===== config.mk =====
export PLATFORM = sky130hd
export DESIGN_NAME = guess_game_ctrl
export DESIGN_NICKNAME = d
export VERILOG_FILES = /design/src/rtl/guess_game_pkg.sv /design/src/rtl/guess_game_ctrl_try_counter.sv /design/src/rtl/guess_game_ctrl.sv
export SDC_FILE = /design/constraint.sdc
export NUM_CORES = 1
export LEC_CHECK = 0
export BUFFER_PORTS_ARGS = -buffer_cell sky130_fd_sc_hd__buf_2
export CAP_MARGIN = 10
export CELL_PAD_IN_SITES_DETAIL_PLACEMENT = 0
export CELL_PAD_IN_SITES_GLOBAL_PLACEMENT = 2
export CORE_UTILIZATION = 29
export CTS_CLUSTER_SIZE = 12
export DETAILED_ROUTE_END_ITERATION = 10
export HOLD_SLACK_MARGIN = 0.08
export PLACE_DENSITY = 0.81
export SYNTH_ARGS = -nofsm -noshare
export SYNTH_HDL_FRONTEND = slang
export SYNTH_SLANG_ARGS = --single-unit

===== constraint.sdc =====
create_clock -name clk -period 2 [get_ports clk]
set_input_delay 0.2 -clock clk [delete_from_list [all_inputs] [get_ports clk]]
set_output_delay 0.2 -clock clk [all_outputs]
set_load 0.02 [all_outputs]

===== src/rtl/guess_game_pkg.sv =====
// Shared types and constants for the number-guessing game controller.
// Holds the controller state enum, the default operand width, the default
// guess limit and the width of the attempt counter.
package guess_game_pkg;

    localparam int unsigned GG_WIDTH     = 4;
    localparam int unsigned GG_MAX_TRIES = 5;
    localparam int unsigned GG_TRY_W     = 4;

    typedef enum logic [2:0] {
        IDLE,
        WAIT_GUESS,
        COMPARE,
        WIN,
        LOSE
    } game_state_t;

endpackage


===== src/rtl/guess_game_ctrl_try_counter.sv =====
// try_counter: saturating attempt counter for the guessing game.
// Ports:
//   clk, rst_n : clock, synchronous active-low reset
//   clear      : synchronous clear (wins over inc)
//   inc        : count one attempt, saturating at MAX
//   count      : registered attempt count
//   term_c     : combinational, high when count + 1 == MAX
module try_counter
    import guess_game_pkg::*;
#(
    parameter int unsigned MAX = GG_MAX_TRIES
) (
    input  logic                clk,
    input  logic                rst_n,
    input  logic                clear,
    input  logic                inc,
    output logic [GG_TRY_W-1:0] count,
    output logic                term_c
);

    localparam int unsigned EXT_W = GG_TRY_W + 1;
    localparam logic [EXT_W-1:0] MAX_EXT = EXT_W'(MAX);

    // One extra bit so count + 1 cannot wrap before the compare.
    logic [EXT_W-1:0] count_inc;

    assign count_inc = {1'b0, count} + EXT_W'(1);
    assign term_c    = (count_inc == MAX_EXT);

    always_ff @(posedge clk) begin
        if (!rst_n) begin
            count <= '0;
        end else if (clear) begin
            count <= '0;
        end else if (inc && ({1'b0, count} < MAX_EXT)) begin
            count <= count_inc[GG_TRY_W-1:0];
        end
    end

endmodule


===== src/rtl/guess_game_ctrl.sv =====
// guess_game_ctrl: sequential controller for a number-guessing game that
// drives an external 4-bit magnitude comparator and consumes its flags.
// Ports:
//   clk, rst_n            : clock, synchronous active-low reset
//   secret_load/secret_in : start a new game with a secret (priority strobe)
//   guess_valid/guess_in  : guess offered; guess_ready accepts it
//   cmp_a, cmp_b          : registered guess / secret to the comparator
//   a_gt_b/a_lt_b/a_eq_b  : comparator flags, sampled in the compare cycle
//   hint_high, hint_low   : last wrong guess was too high / too low
//   win, lose             : sticky game result until the next load
//   tries_used            : guesses counted in the current game
//   cmp_err               : only with GUESS_GAME_FLAG_CHECK_EN; one-cycle
//                           pulse when the comparator flags are not one-hot
module guess_game_ctrl
    import guess_game_pkg::*;
#(
    parameter int unsigned WIDTH     = GG_WIDTH,
    parameter int unsigned MAX_TRIES = GG_MAX_TRIES
) (
    input  logic                clk,
    input  logic                rst_n,
    input  logic                secret_load,
    input  logic [WIDTH-1:0]    secret_in,
    input  logic                guess_valid,
    input  logic [WIDTH-1:0]    guess_in,
    output logic                guess_ready,
    output logic [WIDTH-1:0]    cmp_a,
    output logic [WIDTH-1:0]    cmp_b,
    input  logic                a_gt_b,
    input  logic                a_lt_b,
    input  logic                a_eq_b,
    output logic                hint_high,
    output logic                hint_low,
    output logic                win,
    output logic                lose,
`ifdef GUESS_GAME_FLAG_CHECK_EN
    output logic                cmp_err,
`endif
    output logic [GG_TRY_W-1:0] tries_used
);

    game_state_t      state, state_d;
    logic [WIDTH-1:0] cmp_a_d, cmp_b_d;
    logic             hint_high_d, hint_low_d, win_d, lose_d;
    logic             cnt_clear, cnt_inc, term_c;
    logic             flag_err_c;

`ifdef GUESS_GAME_FLAG_CHECK_EN
    logic             cmp_err_d;

    // Exactly one comparator flag must be set in a compare cycle.
    assign flag_err_c = !(({a_gt_b, a_lt_b, a_eq_b} == 3'b100) ||
                          ({a_gt_b, a_lt_b, a_eq_b} == 3'b010) ||
                          ({a_gt_b, a_lt_b, a_eq_b} == 3'b001));
`else
    assign flag_err_c = 1'b0;
`endif

    try_counter #(
        .MAX (MAX_TRIES)
    ) u_try_counter (
        .clk    (clk),
        .rst_n  (rst_n),
        .clear  (cnt_clear),
        .inc    (cnt_inc),
        .count  (tries_used),
        .term_c (term_c)
    );

    // Next-state and next-output logic.
    always_comb begin
        state_d     = state;
        cmp_a_d     = cmp_a;
        cmp_b_d     = cmp_b;
        hint_high_d = hint_high;
        hint_low_d  = hint_low;
        win_d       = win;
        lose_d      = lose;
        cnt_clear   = 1'b0;
        cnt_inc     = 1'b0;
`ifdef GUESS_GAME_FLAG_CHECK_EN
        cmp_err_d   = 1'b0;
`endif

        if (secret_load) begin
            cmp_b_d     = secret_in;
            cnt_clear   = 1'b1;
            hint_high_d = 1'b0;
            hint_low_d  = 1'b0;
            win_d       = 1'b0;
            lose_d      = 1'b0;
            state_d     = WAIT_GUESS;
        end else begin
            case (state)
                WAIT_GUESS: begin
                    if (guess_valid && guess_ready) begin
                        cmp_a_d     = guess_in;
                        hint_high_d = 1'b0;
                        hint_low_d  = 1'b0;
                        state_d     = COMPARE;
                    end
                end
                COMPARE: begin
                    if (flag_err_c) begin
`ifdef GUESS_GAME_FLAG_CHECK_EN
                        cmp_err_d = 1'b1;
`endif
                        state_d   = WAIT_GUESS;
                    end else begin
                        cnt_inc = 1'b1;
                        if (a_eq_b) begin
                            win_d   = 1'b1;
                            state_d = WIN;
                        end else begin
                            // No flag at all is treated as too low.
                            hint_high_d = a_gt_b;
                            hint_low_d  = !a_gt_b;
                            if (term_c) begin
                                lose_d  = 1'b1;
                                state_d = LOSE;
                            end else begin
                                state_d = WAIT_GUESS;
                            end
                        end
                    end
                end
                IDLE, WIN, LOSE: begin
                    state_d = state;
                end
                default: begin
                    state_d = IDLE;
                end
            endcase
        end
    end

    // State and output registers.
    always_ff @(posedge clk) begin
        if (!rst_n) begin
            state       <= IDLE;
            guess_ready <= 1'b0;
            cmp_a       <= '0;
            cmp_b       <= '0;
            hint_high   <= 1'b0;
            hint_low    <= 1'b0;
            win         <= 1'b0;
            lose        <= 1'b0;
`ifdef GUESS_GAME_FLAG_CHECK_EN
            cmp_err     <= 1'b0;
`endif
        end else begin
            state       <= state_d;
            guess_ready <= (state_d == WAIT_GUESS);
            cmp_a       <= cmp_a_d;
            cmp_b       <= cmp_b_d;
            hint_high   <= hint_high_d;
            hint_low    <= hint_low_d;
            win         <= win_d;
            lose        <= lose_d;
`ifdef GUESS_GAME_FLAG_CHECK_EN
            cmp_err     <= cmp_err_d;
`endif
        end
    end

endmodule


**Word-level counts from Yosys, hierarchy flattened**

Cells that the tools add are included.

- $add $sub $neg: 1
- $lt $le $gt $ge: 1
- Eq/ne operators: 8
- Muxes and demuxes: 13
- Bitwise gates (word level): 3
- Reductions and logical operators: 12

Operators by type and width:

| operator | count |
|---|---|
| two-way mux 3 bit | 4 |
| case mux 3 bit (3 select lines) | 1 |
| AND reduction 3 bit | 3 |
| equality test 3 x 1 -> 1 bit, second input constant | 2 |
| equality test 3 x 2 -> 1 bit, second input constant | 2 |
| two-way mux 1 bit | 6 |
| adder 4 x 1 -> 5 bit, second input constant | 1 |
| equality test 5 x 3 -> 1 bit, second input constant | 1 |
| < comparator 4 x 3 -> 1 bit, second input constant | 1 |
| inequality test 2 bit, second input constant | 2 |
| case mux 1 bit (2 select lines) | 2 |
| OR reduction 2 bit | 2 |
| equality test 3 bit, second input constant | 1 |
| zero test 3 bit | 1 |
| inverter 1 bit | 3 |
| OR reduction 3 bit | 1 |
| logical AND 1 bit | 2 |
| AND reduction 2 bit | 1 |
| nonzero test 2 bit | 1 |
| zero test 1 bit | 1 |

- Register bits: 20
- Output and inout port bits: 17
- Logic and storage cells: 47

**Longest topological paths before layout**

Gate-level depths: netlist of the first run.

- Depth after elaboration: 7
- Gate-level depth with buffers: 6
- Depth with buffers taken out: 6

**Cells and area by module**

Synthesis of the first run repeated with hierarchy kept, for this count alone.

- Cells, all modules: 107
- Area, all modules: 950.9 sq um

By module, submodules not included:

| module | instances | cells each | area each (sq um) | sequential area each (sq um) |
|---|---|---|---|---|
| guess_game_ctrl | 1 | 77 | 701.9 | 320.3 |
| try_counter | 1 | 30 | 249.0 | 80.1 |

**Worst setup path before layout of the first run**

No wires, ideal clock.

- Path type: register -> register
- Start point: register u_try_counter.count[0]
- End point: register state[2]
- Data arrival time: 1475 ps
- Data required time: 1914 ps
- Setup slack: 440 ps
- Cell stages (with the launch flop): 7
- Clock period less this slack: 1560 ps
- Path through: dfxtp_1 > inv_1 > ha_1 > nand2b_1 > a2111oi_4 > nand4_1 > a211oi_1

- Longest elaborated chain between the ends: 6

RTL lines:

| element | line | source |
|---|---|---|
| start: declaration | guess_game_ctrl_try_counter.sv:17 | `output logic [GG_TRY_W-1:0] count,` |
| start signal: assignment | guess_game_ctrl_try_counter.sv:36 | `count <= count_inc[GG_TRY_W-1:0];` |
| adder 4 x 1 -> 5 bit | guess_game_ctrl_try_counter.sv:27 | `assign count_inc = {1'b0, count} + EXT_W'(1);` |
| named net u_try_counter.count_inc[0] | guess_game_ctrl_try_counter.sv:25 | `logic [EXT_W-1:0] count_inc;` |
| equality test 5 x 3 -> 1 bit | guess_game_ctrl_try_counter.sv:28 | `assign term_c = (count_inc == MAX_EXT);` |
| two-way mux 3 bit | guess_game_ctrl.sv:118 | `if (term_c) begin` |
| two-way mux 3 bit | guess_game_ctrl.sv:111 | `if (a_eq_b) begin` |
| case mux 3 bit (3 select lines) | guess_game_ctrl.sv:94 | `case (state)` |
| two-way mux 3 bit | guess_game_ctrl.sv:85 | `if (secret_load) begin` |
| end signal: assignment | guess_game_ctrl.sv:152 | `state <= state_d;` |
| end: declaration | guess_game_ctrl.sv:42 | `game_state_t state, state_d;` |

The timed path passes the listed nets, and every way through them passes these cells.
A chain may end at the register's enable or synchronous reset.

**Final worst setup path of the first run**

Same ends and word-level chain as after synthesis.

==> flow_summary_export.csv, run 1 <==
group,metric,value,unit
clock_tree,clk_path_buf_depth,2,
floorplanning,start_util,30.8,%
route,routed_via_density,4.50,
global_routing,grt_pass1_vias,726,
synth,ys_async_sr_fraction,0,%
power_and_ir_drop,p_comb_share,8.7,%
synth,synth_edf_count,0,
global_routing,grt_max_degree,13,
clock_tree,worstSkewPairLatency,300,ps
synth,synthCells,90,
timing,fin_crit,1670,ps
synth,synth_flop_cell,"dfxtp_1",
critical_path,worstPathArrival,1880,ps
power_and_ir_drop,power.internal,0.000643,W
clock_tree,cts_setup_buffers,0,
timing,maxSlewHeadroom,70.3,%
global_routing,grt_overflow_total,0,
power_and_ir_drop,p_seq_share,51.4,%
layout,final_util,38.8,%
route,drt_iter0_drc,23,
synth,yosysWarnings,0,
route,finalWirelength,1860,um
layout,drive_gt1_share,33.9,%
place,dp_cells,160,
synth,syn_nets,108,
synth,yosysMostFrequentCell,"dfxtp_1",
global_routing,antenna_found_initial,0,
critical_path,cp_cell_sequence,"inv_1, ha_1, nand2b_1, a2111oi_4, nand4_1, a211oi_1",
timing,worst_pin_slew,443,ps
synth,ys_ff_latch,20,
clock_tree,cts_buffers,3,
clock_tree,cts_tree,"done",
timing,final_hold_viol_count,0,
place,post-dp-hpwl,1410,um
power_and_ir_drop,p_per_area,682,mW/mm2
layout,antenna_cells,0,
layout,n_fill_cell,340,
place,port_buffers,30,
power_and_ir_drop,p_sw_share,20.3,%
status,status,"finished, final reports clean",
critical_path,cp.required,2210,ps
timing,min_period_over_period,83.7,%
critical_path,crit_buf_inv,1,
place,gp_congestion,0.739,
critical_path,critPathKind,"register to register",
route,ant_nets,0,
clock_tree,clkSlewWorstSetupHoldPaths,110,ps
clock_tree,cts.sinks,20,
timing,skew,7.07,ps
synth,syn_area,940,um2
synth,synthTopCellsByArea,"dfxtp_1 43%, mux2i_1 11%, nor2b_1 6.0%",
floorplanning,dieWidth,58.9,um
floorplanning,num_io_pins,32,
synth,ys_types,31,
critical_path,end_kind,"register",
layout,syn_to_final_growth,26.0,%
timing,slew_violations,0,
critical_path,startpoint_type,"register",
timing,rsz0062_at_grt,"false",
layout,nNetsFinal,140,
critical_path,cp_slowest_cell,"a2111oi_4",
run,cap_viol_max_count,0,
power_and_ir_drop,p_sw,0.000164,W
floorplanning,row_count,20,
hold_path,hold_class,"input pin to register",
route,avgRoutedWirePerCell,11.2,um
synth,yosys-top-cells-count,"20 x dfxtp_1, 10 x mux2i_1, 9 x nor2b_1",
synth,yosys.area.top_type,"dfxtp_1",
critical_path,worstPathMaxFanout,4,
synth,avgSynthCellArea,10.4,um2
clock_tree,root_buffer,"clkbuf_4",
global_routing,track_usage,12.1,%
layout,fin_cells,165,
global_routing,grt_pass1_wl,3090,um
route,drc_errors,0,
timing,fmax,597,MHz
synth,seq_area_frac_synth,42.6,%
timing,finalSetupViolCount,0,
synth,synth_top_area_share,42.6,%
route,firstDrtPassIters,4,
timing,tns,0,ps
floorplanning,die_y,58.9,um
power_and_ir_drop,power.leakage,0.540,nW
clock_tree,cts.htree.levels,1,
power_and_ir_drop,vdd_drop_max,0.294,mV
power_and_ir_drop,finalPower,0.000807,W
route,vias,743,
critical_path,slowest_delay,400,ps
critical_path,cp_top_family,"compound AO/OA/AOI/OAI gates",
power_and_ir_drop,clockPowerShare,39.9,%
floorplanning,dieArea,0.00347,mm2
floorplanning,core,0.00305,mm2
## path summary, 6_finish.rpt
check,from,slack [ps],endpoint,cells after the start
worst max-delay path,u_try_counter.count[0],330,state[2],6
worst min register to register,hint_low,480,hint_low,1
worst min-delay path,guess_in[1],150,cmp_a[1],3
worst max register to register,u_try_counter.count[0],330,state[2],6
## final cells by class
| class | instances | area, um2 | area share (%) |
|---|---|---|---|
| Sequential cell | 20 | 400 | 33.8 |
| Clock inverter | 1 | 30.0 | 2.54 |
| Inverter | 3 | 11.3 | 0.951 |
| Multi-Input combinational cell | 63 | 504 | 42.6 |
| Tap cell | 44 | 55.1 | 4.65 |
| Timing Repair Buffer | 31 | 160 | 13.5 |
| Clock buffer | 3 | 22.5 | 1.90 |
## layout by cell type, fill, tap and decap left out, drive strengths merged, types with 2 or more instances in the layout
| cell | Yosys | layout |
|---|---|---|
| a21oi | 3 | 3 |
| nor2 | 7 | 7 |
| ha | 3 | 3 |
| inv | 3 | 3 |
| nand2b | 5 | 5 |
| clkbuf | 2 | 3 |
| nor2b | 9 | 9 |
| nand3 | 2 | 2 |
| nand4 | 2 | 2 |
| a31oi | 2 | 2 |
| dfxtp | 20 | 20 |
| xnor2 | 3 | 3 |
| mux2i | 10 | 10 |
| a21boi | 2 | 2 |
| buf | 2 | 30 |
## flip-flops by register name, summed over array words and instances (netlist names)
register and count:
cmp_a 4, lose 1, u_try_counter.count 4, hint_low 1
cmp_b 4, state 3, hint_high 1, guess_ready 1
win 1
## per-layer routing
metal	vias up	routed length, um	GRT usage (%)	share of wire, %
met5	-	0	0	0
met4	0	38	7.14	2.0
met3	4	80	2.64	4.3
met2	20	902	21.4	49
met1	343	834	13.2	45
li1	376	-	-	-
## power groups by stage
stage,sequential (W),clock [W],combinational [W]
after floorplan,0.000433,0,0.0000342
after global placement,0.000424,0,0.0000684
after detailed placement,0.000424,0,0.0000698
after CTS,0.000415,0.000338,0.0000716
after global routing,0.000417,0.000355,0.0000772
final,0.000415,0.000322,0.0000705
## metrics by stage
| step | instance area, um2 | hold slack, ps | setup WS (ps) |
|---|---|---|---|
| floorplan | 940 | 288 | 440 |
| global route | 1180 | 165 | 184 |
| finish | 1180 | 152 | 326 |
| detailed placement | 1120 | 397 | 335 |
| CTS | 1180 | 139 | 295 |
| global placement | 1120 | 388 | 457 |
## kinds of logic (layout without fill, tap and decap cells)
group                    after synthesis  count (layout)  synth area share [%]
buffers and inverters                  7              38                  3.73
AND/OR/NAND/NOR                       31              31                  21.4
AO/OA/AOI/OAI                         16              16                  14.8
multiplexers                          10              10                  10.7
XOR/XNOR                               3               3                  2.80
flip-flops                            20              20                  42.6
adder cells (fa/ha/maj)                3               3                  4.00
## repair_timing
item / in CTS / in global routing
hold endpoints to repair: 1 / 0
gates resized for setup: 0 / 0
hold buffers: 1 / 0
## worst register-to-register path, cell delays in order, from the launching register on
cell and delay [ps]:
dfxtp_1 350, inv_1 170, ha_1 170, nand2b_1 90
a2111oi_4 400, nand4_1 130, a211oi_1 250
Note: power is estimated with default switching activity, not from simulation.
==> run 2: changes to the inputs <==
--- a/config.mk
+++ b/config.mk
@@ -9,11 +9,11 @@
 export CAP_MARGIN = 10
 export CELL_PAD_IN_SITES_DETAIL_PLACEMENT = 0
 export CELL_PAD_IN_SITES_GLOBAL_PLACEMENT = 2
-export CORE_UTILIZATION = 29
+export CORE_UTILIZATION = 26
 export CTS_CLUSTER_SIZE = 12
 export DETAILED_ROUTE_END_ITERATION = 10
 export HOLD_SLACK_MARGIN = 0.08
-export PLACE_DENSITY = 0.81
+export PLACE_DENSITY = 0.77
 export SYNTH_ARGS = -nofsm -noshare
 export SYNTH_HDL_FRONTEND = slang
 export SYNTH_SLANG_ARGS = --single-unit
==> constraint.sdc (replaced) <==
create_clock -name clk -period 1.4 [get_ports clk]
set_input_delay 0.14 -clock clk [delete_from_list [all_inputs] [get_ports clk]]
set_output_delay 0.14 -clock clk [all_outputs]
set_load 0.02 [all_outputs]
==> flow_summary_export.csv, run 2 (synthesis results as in run 1) <==
group,metric,value,unit
route,ant_nets,0,
global_routing,grt_max_degree,13,
layout,antenna_cells,0,
critical_path,timing.rr.end,"state[2]",
hold_path,hold_class,"input pin to register",
run,cap_viol_max_count,0,
place,dp_cells,178,
critical_path,slowest_delay,380,ps
timing,skew,3.94,ps
timing,fin_crit,1460,ps
global_routing,grt_overflow_total,0,
route,avgRoutedWirePerCell,11.8,um
clock_tree,cts.sinks,20,
timing,finalSetupViolCount,2,
timing,setup_ws,-59.6,ps
critical_path,crit_end,"state[2]",
place,gp_congestion,0.806,
critical_path,cp.required,1630,ps
timing,fmax,685,MHz
power_and_ir_drop,finalPower,0.000996,W
layout,layout_common_cells,"30 x buf_2, 16 x buf_4, 15 x dfxtp_1",
global_routing,grt_pass1_vias,837,
timing,rsz0062_at_grt,"true",
route,drt_iter0_drc,9,
global_routing,track_usage,12.0,%
floorplanning,dieWidth,62.1,um
status,violations,"setup timing",
floorplanning,row_count,21,
layout,syn_to_final_growth,48.5,%
floorplanning,num_io_pins,32,
floorplanning,start_util,27.7,%
layout,final_util,41.2,%
critical_path,startpoint,"u_try_counter.count[1]",
power_and_ir_drop,p_per_area,714,mW/mm2
timing,min_period_over_period,104,%
clock_tree,clkSlewWorstSetupHoldPaths,110,ps
floorplanning,dieArea,0.00386,mm2
critical_path,r2r_cells,5,
timing,final_hold_viol_count,0,
layout,top_regs,"cmp_a (4), cmp_b (4), u_try_counter.count (4)",
global_routing,grt_pass1_wl,3680,um
clock_tree,cts.htree.levels,1,
layout,drive_gt1_share,52.5,%
layout,layout_commonest_cell,"buf_2",
route,firstDrtPassIters,4,
critical_path,r2r_slack,-60,ps
critical_path,cp_slowest_cell,"dfxtp_4",
place,post-dp-hpwl,1660,um
critical_path,startpoint_type,"register",
critical_path,worstPathMaxFanout,4,
route,routed_via_density,4.41,
power_and_ir_drop,power.leakage,0.643,nW
floorplanning,die_y,62.1,um
global_routing,antenna_found_initial,0,
route,vias,816,
place,port_buffers,30,
clock_tree,clk_path_buf_depth,2,
clock_tree,root_buffer,"clkbuf_4",
power_and_ir_drop,vdd_drop_max,0.302,mV
timing,worst_pin_slew,314,ps
timing,maxSlewHeadroom,79.1,%
clock_tree,worstSkewPairLatency,300,ps
critical_path,timing.rr.start,"u_try_counter.count[1]",
status,status,"finished with violations",
layout,postLayoutCellArea,0.00140,mm2
critical_path,critPathKind,"register to register",
layout,fin_cells,185,
place,dpl_cell_area,0.00125,mm2
clock_tree,cts_tree,"done",
route,drc_errors,0,
layout,nNetsFinal,158,
critical_path,end_kind,"register",
route,finalWirelength,2190,um
timing,whs,84.5,ps
timing,slew_violations,0,
critical_path,worstPathArrival,1690,ps
clock_tree,cts_buffers,3,
critical_path,cp_cell_sequence,"ha_4, xnor2_4, a2111oi_4, nand4_1, a211oi_2",
floorplanning,core,0.00339,mm2
## run 2: timing repair
action	in CTS	in global routing
hold buffers	1	0
resized for setup	12	6
buffers inserted	1	1
setup endpoints to repair	5	10
pin swaps	5	2
hold endpoints to repair	1	0
cloned	0	0
## run 2: how the worst min path moves through the flow
stage	slack, ps	to	cells past startpoint	from
2_1_floorplan	230	hint_low	1	a_gt_b
6_report	80	cmp_a[3]	3	guess_in[3]
5_1_grt	90	cmp_a[0]	3	guess_in[0]
3_5_place_dp	340	hint_low	2	a_gt_b
4_1_cts	80	cmp_a[1]	3	guess_in[1]
3_3_place_gp	330	hint_low	2	a_gt_b
## run 2: routing by layer
layer	vias to the layer above	global-route usage, %	part of all wire, %
met4	0	5.81	2.4
met1	366	13.7	46
li1	414	-	-
met2	31	20.6	45
met3	5	3.13	6.4
met5	-	0	0
## run 2: critical path: cells and delay by family (launching register included)
kind                       cells  cell delay (ps)
and+or+nand+nor                1              150
DFF                            1              380
xor gates and xnor gates       1              130
adders and majority gates      1              190
AOI/OAI and AO/OA              2              530
## run 2: power by group
part           total [W]  switching (W)  internal, W
Clock           0.000288       0.000177     0.000111
Combinational   0.000120      0.0000602    0.0000601
Sequential      0.000588     0.00000883     0.000579
## run 2: area by class of cell
cell class	instances	area (um2)
fillers	353	1990
flip-flops and latches	20	412
inverters	3	13.8
clock buffers	4	26.3
repair buffers	49	303
multi-input cells	63	583
well taps	46	57.6
## run 2: per-stage QoR
step	setup TNS [ps]	setup WS (ps)
after floorplan	-20.5	-20.5
after global placement	-11.1	-11.1
after detailed placement	-135	-110
after CTS	-99.3	-79.4
after global routing	-325	-150
final	-68.5	-59.6
==> run 3: changes to the inputs <==
--- a/config.mk
+++ b/config.mk
@@ -13,6 +13,7 @@
 export CTS_CLUSTER_SIZE = 12
 export DETAILED_ROUTE_END_ITERATION = 10
 export HOLD_SLACK_MARGIN = 0.08
+export MAX_ROUTING_LAYER = met4
 export PLACE_DENSITY = 0.77
 export SYNTH_ARGS = -nofsm -noshare
 export SYNTH_HDL_FRONTEND = slang
==> flow_summary_export.csv, run 3 (synthesis results as in run 1) <==
group,metric,value,unit
timing,worst_pin_slew,314,ps
route,met3_length,127,um
clock_tree,clkSlewWorstSetupHoldPaths,110,ps
critical_path,timing.rr.start,"u_try_counter.count[1]",
timing,fmax,685,MHz
critical_path,end_kind,"register",
critical_path,slowest_delay,380,ps
critical_path,cp_slowest_cell,"dfxtp_4",
global_routing,grt_overflow_total,0,
power_and_ir_drop,p_sw_share,24.7,%
clock_tree,root_buffer,"clkbuf_4",
route,drc_errors,0,
place,gp_congestion,0.817,
hold_path,hp-start,"guess_in[3]",
layout,layout_common_cells,"30 x buf_2, 16 x buf_4, 15 x dfxtp_1",
power_and_ir_drop,power.internal,0.000750,W
timing,maxSlewHeadroom,79.1,%
floorplanning,start_util,27.7,%
place,dpl_cell_area,0.00125,mm2
power_and_ir_drop,finalPower,0.000996,W
route,ant_nets,0,
layout,antenna_cells,0,
critical_path,worstPathMaxFanout,4,
critical_path,worstPathArrival,1690,ps
clock_tree,cts.htree.levels,1,
route,met1_length,1020,um
critical_path,critPathKind,"register to register",
layout,syn_to_final_growth,48.5,%
floorplanning,core,0.00339,mm2
layout,fin_cells,185,
timing,setup_ws,-59.6,ps
global_routing,grt_max_degree,13,
power_and_ir_drop,clockPowerShare,28.9,%
place,post-dp-hpwl,1660,um
layout,top_regs,"cmp_a (4), cmp_b (4), u_try_counter.count (4)",
power_and_ir_drop,p_comb_share,12.1,%
floorplanning,die_y,62.1,um
power_and_ir_drop,p_per_area,714,mW/mm2
layout,nNetsFinal,158,
timing,final_hold_viol_count,0,
timing,whs,84.5,ps
clock_tree,cts_buffers,3,
global_routing,grt_pass1_vias,837,
hold_path,hold_class,"input pin to register",
floorplanning,dieArea,0.00386,mm2
timing,tns,-68.5,ps
route,drt_iter0_drc,9,
route,vias,816,
global_routing,antenna_found_initial,0,
timing,slew_violations,0,
floorplanning,row_count,21,
global_routing,track_usage,12.3,%
critical_path,startpoint_type,"register",
power_and_ir_drop,power.leakage,0.643,nW
floorplanning,num_io_pins,32,
floorplanning,dieWidth,62.1,um
route,avgRoutedWirePerCell,11.8,um
clock_tree,clk_path_buf_depth,2,
clock_tree,cts_tree,"done",
run,cap_viol_max_count,0,
route,firstDrtPassIters,4,
layout,postLayoutCellArea,0.00140,mm2
route,highest_layer,"met4",
critical_path,cp_cell_sequence,"ha_4, xnor2_4, a2111oi_4, nand4_1, a211oi_2",
critical_path,cp.required,1630,ps
critical_path,startpoint,"u_try_counter.count[1]",
clock_tree,worstSkewPairLatency,300,ps
power_and_ir_drop,p_sw,0.000246,W
layout,layout_commonest_cell,"buf_2",
route,routed-wl-met2,991,um
timing,min_period_over_period,104,%
timing,rsz0062_at_grt,"true",
route,finalWirelength,2190,um
place,port_buffers,30,
clock_tree,cts.sinks,20,
power_and_ir_drop,p_seq_share,59.0,%
global_routing,grt_pass1_wl,3680,um
route,routed_via_density,4.41,
status,violations,"setup timing",
power_and_ir_drop,vdd_drop_max,0.302,mV
timing,skew,3.94,ps
status,status,"finished with violations",
place,dp_cells,178,
layout,drive_gt1_share,52.5,%
timing,finalSetupViolCount,2,
timing,fin_crit,1460,ps
-- run 3: cell counts in the layout (fill, tap and decap cells not counted) --
Identical to the previous run, type by type.
-- run 3: cell type report --
cell class                 count  area, um2
fill                         353       1990
multi-input combinational     63        583
sequential                    20        412
timing repair buffer          49        303
tap                           46       57.6
clock buffer                   4       26.3
inverter                       3       13.8
-- run 3: what timing repair did --
item / CTS / global route
setup endpoints to repair: 5 / 10
setup buffers: 1 / 1
resized for setup: 12 / 6
hold buffers: 1 / 0
hold endpoints to repair: 1 / 0
pin swaps: 5 / 2
-- run 3: worst paths after layout --
path                                  to  slack, ps  depth (start not counted)
worst max-delay path            state[2]        -60                          5
worst min-delay path            cmp_a[3]         80                          3
worst max register to register  state[2]        -60                          5
worst min register to register  hint_low        470                          1
-- run 3: per-layer routing --
metal | vias to the layer above | GRT usage [%]
met3 | 5 | 2.76
met5 | - | -
met4 | 0 | 5.81
li1 | 414 | -
met2 | 31 | 20.6
met1 | 366 | 14.0
-- run 3: worst max-delay path, delay by kind of cell (launching register included) --
kind | cells | cell delay [ps]
compound gates | 2 | 530
xor+xnor | 1 | 130
simple gates | 1 | 150
flops | 1 | 380
fa+ha+maj | 1 | 190
-- run 3: power by group through the flow --
stage | logic [W] | clock network, W | registers, W
after floorplan | 0.0000488 | 0 | 0.000617
after detailed placement | 0.000113 | 0 | 0.000603
after global routing | 0.000131 | 0.000328 | 0.000590
final | 0.000120 | 0.000288 | 0.000588
after global placement | 0.000112 | 0 | 0.000602
after CTS | 0.000119 | 0.000300 | 0.000588
-- run 3: per-stage QoR --
| step | setup slack, ps | utilization [%] |
|---|---|---|
| after detailed placement | -110 | 37.0 |
| after CTS | -79.4 | 40.2 |
| final | -59.6 | 41.2 |
| after floorplan | -20.5 | - |
| after global routing | -150 | 41.2 |
| after global placement | -11.1 | 37.0 |
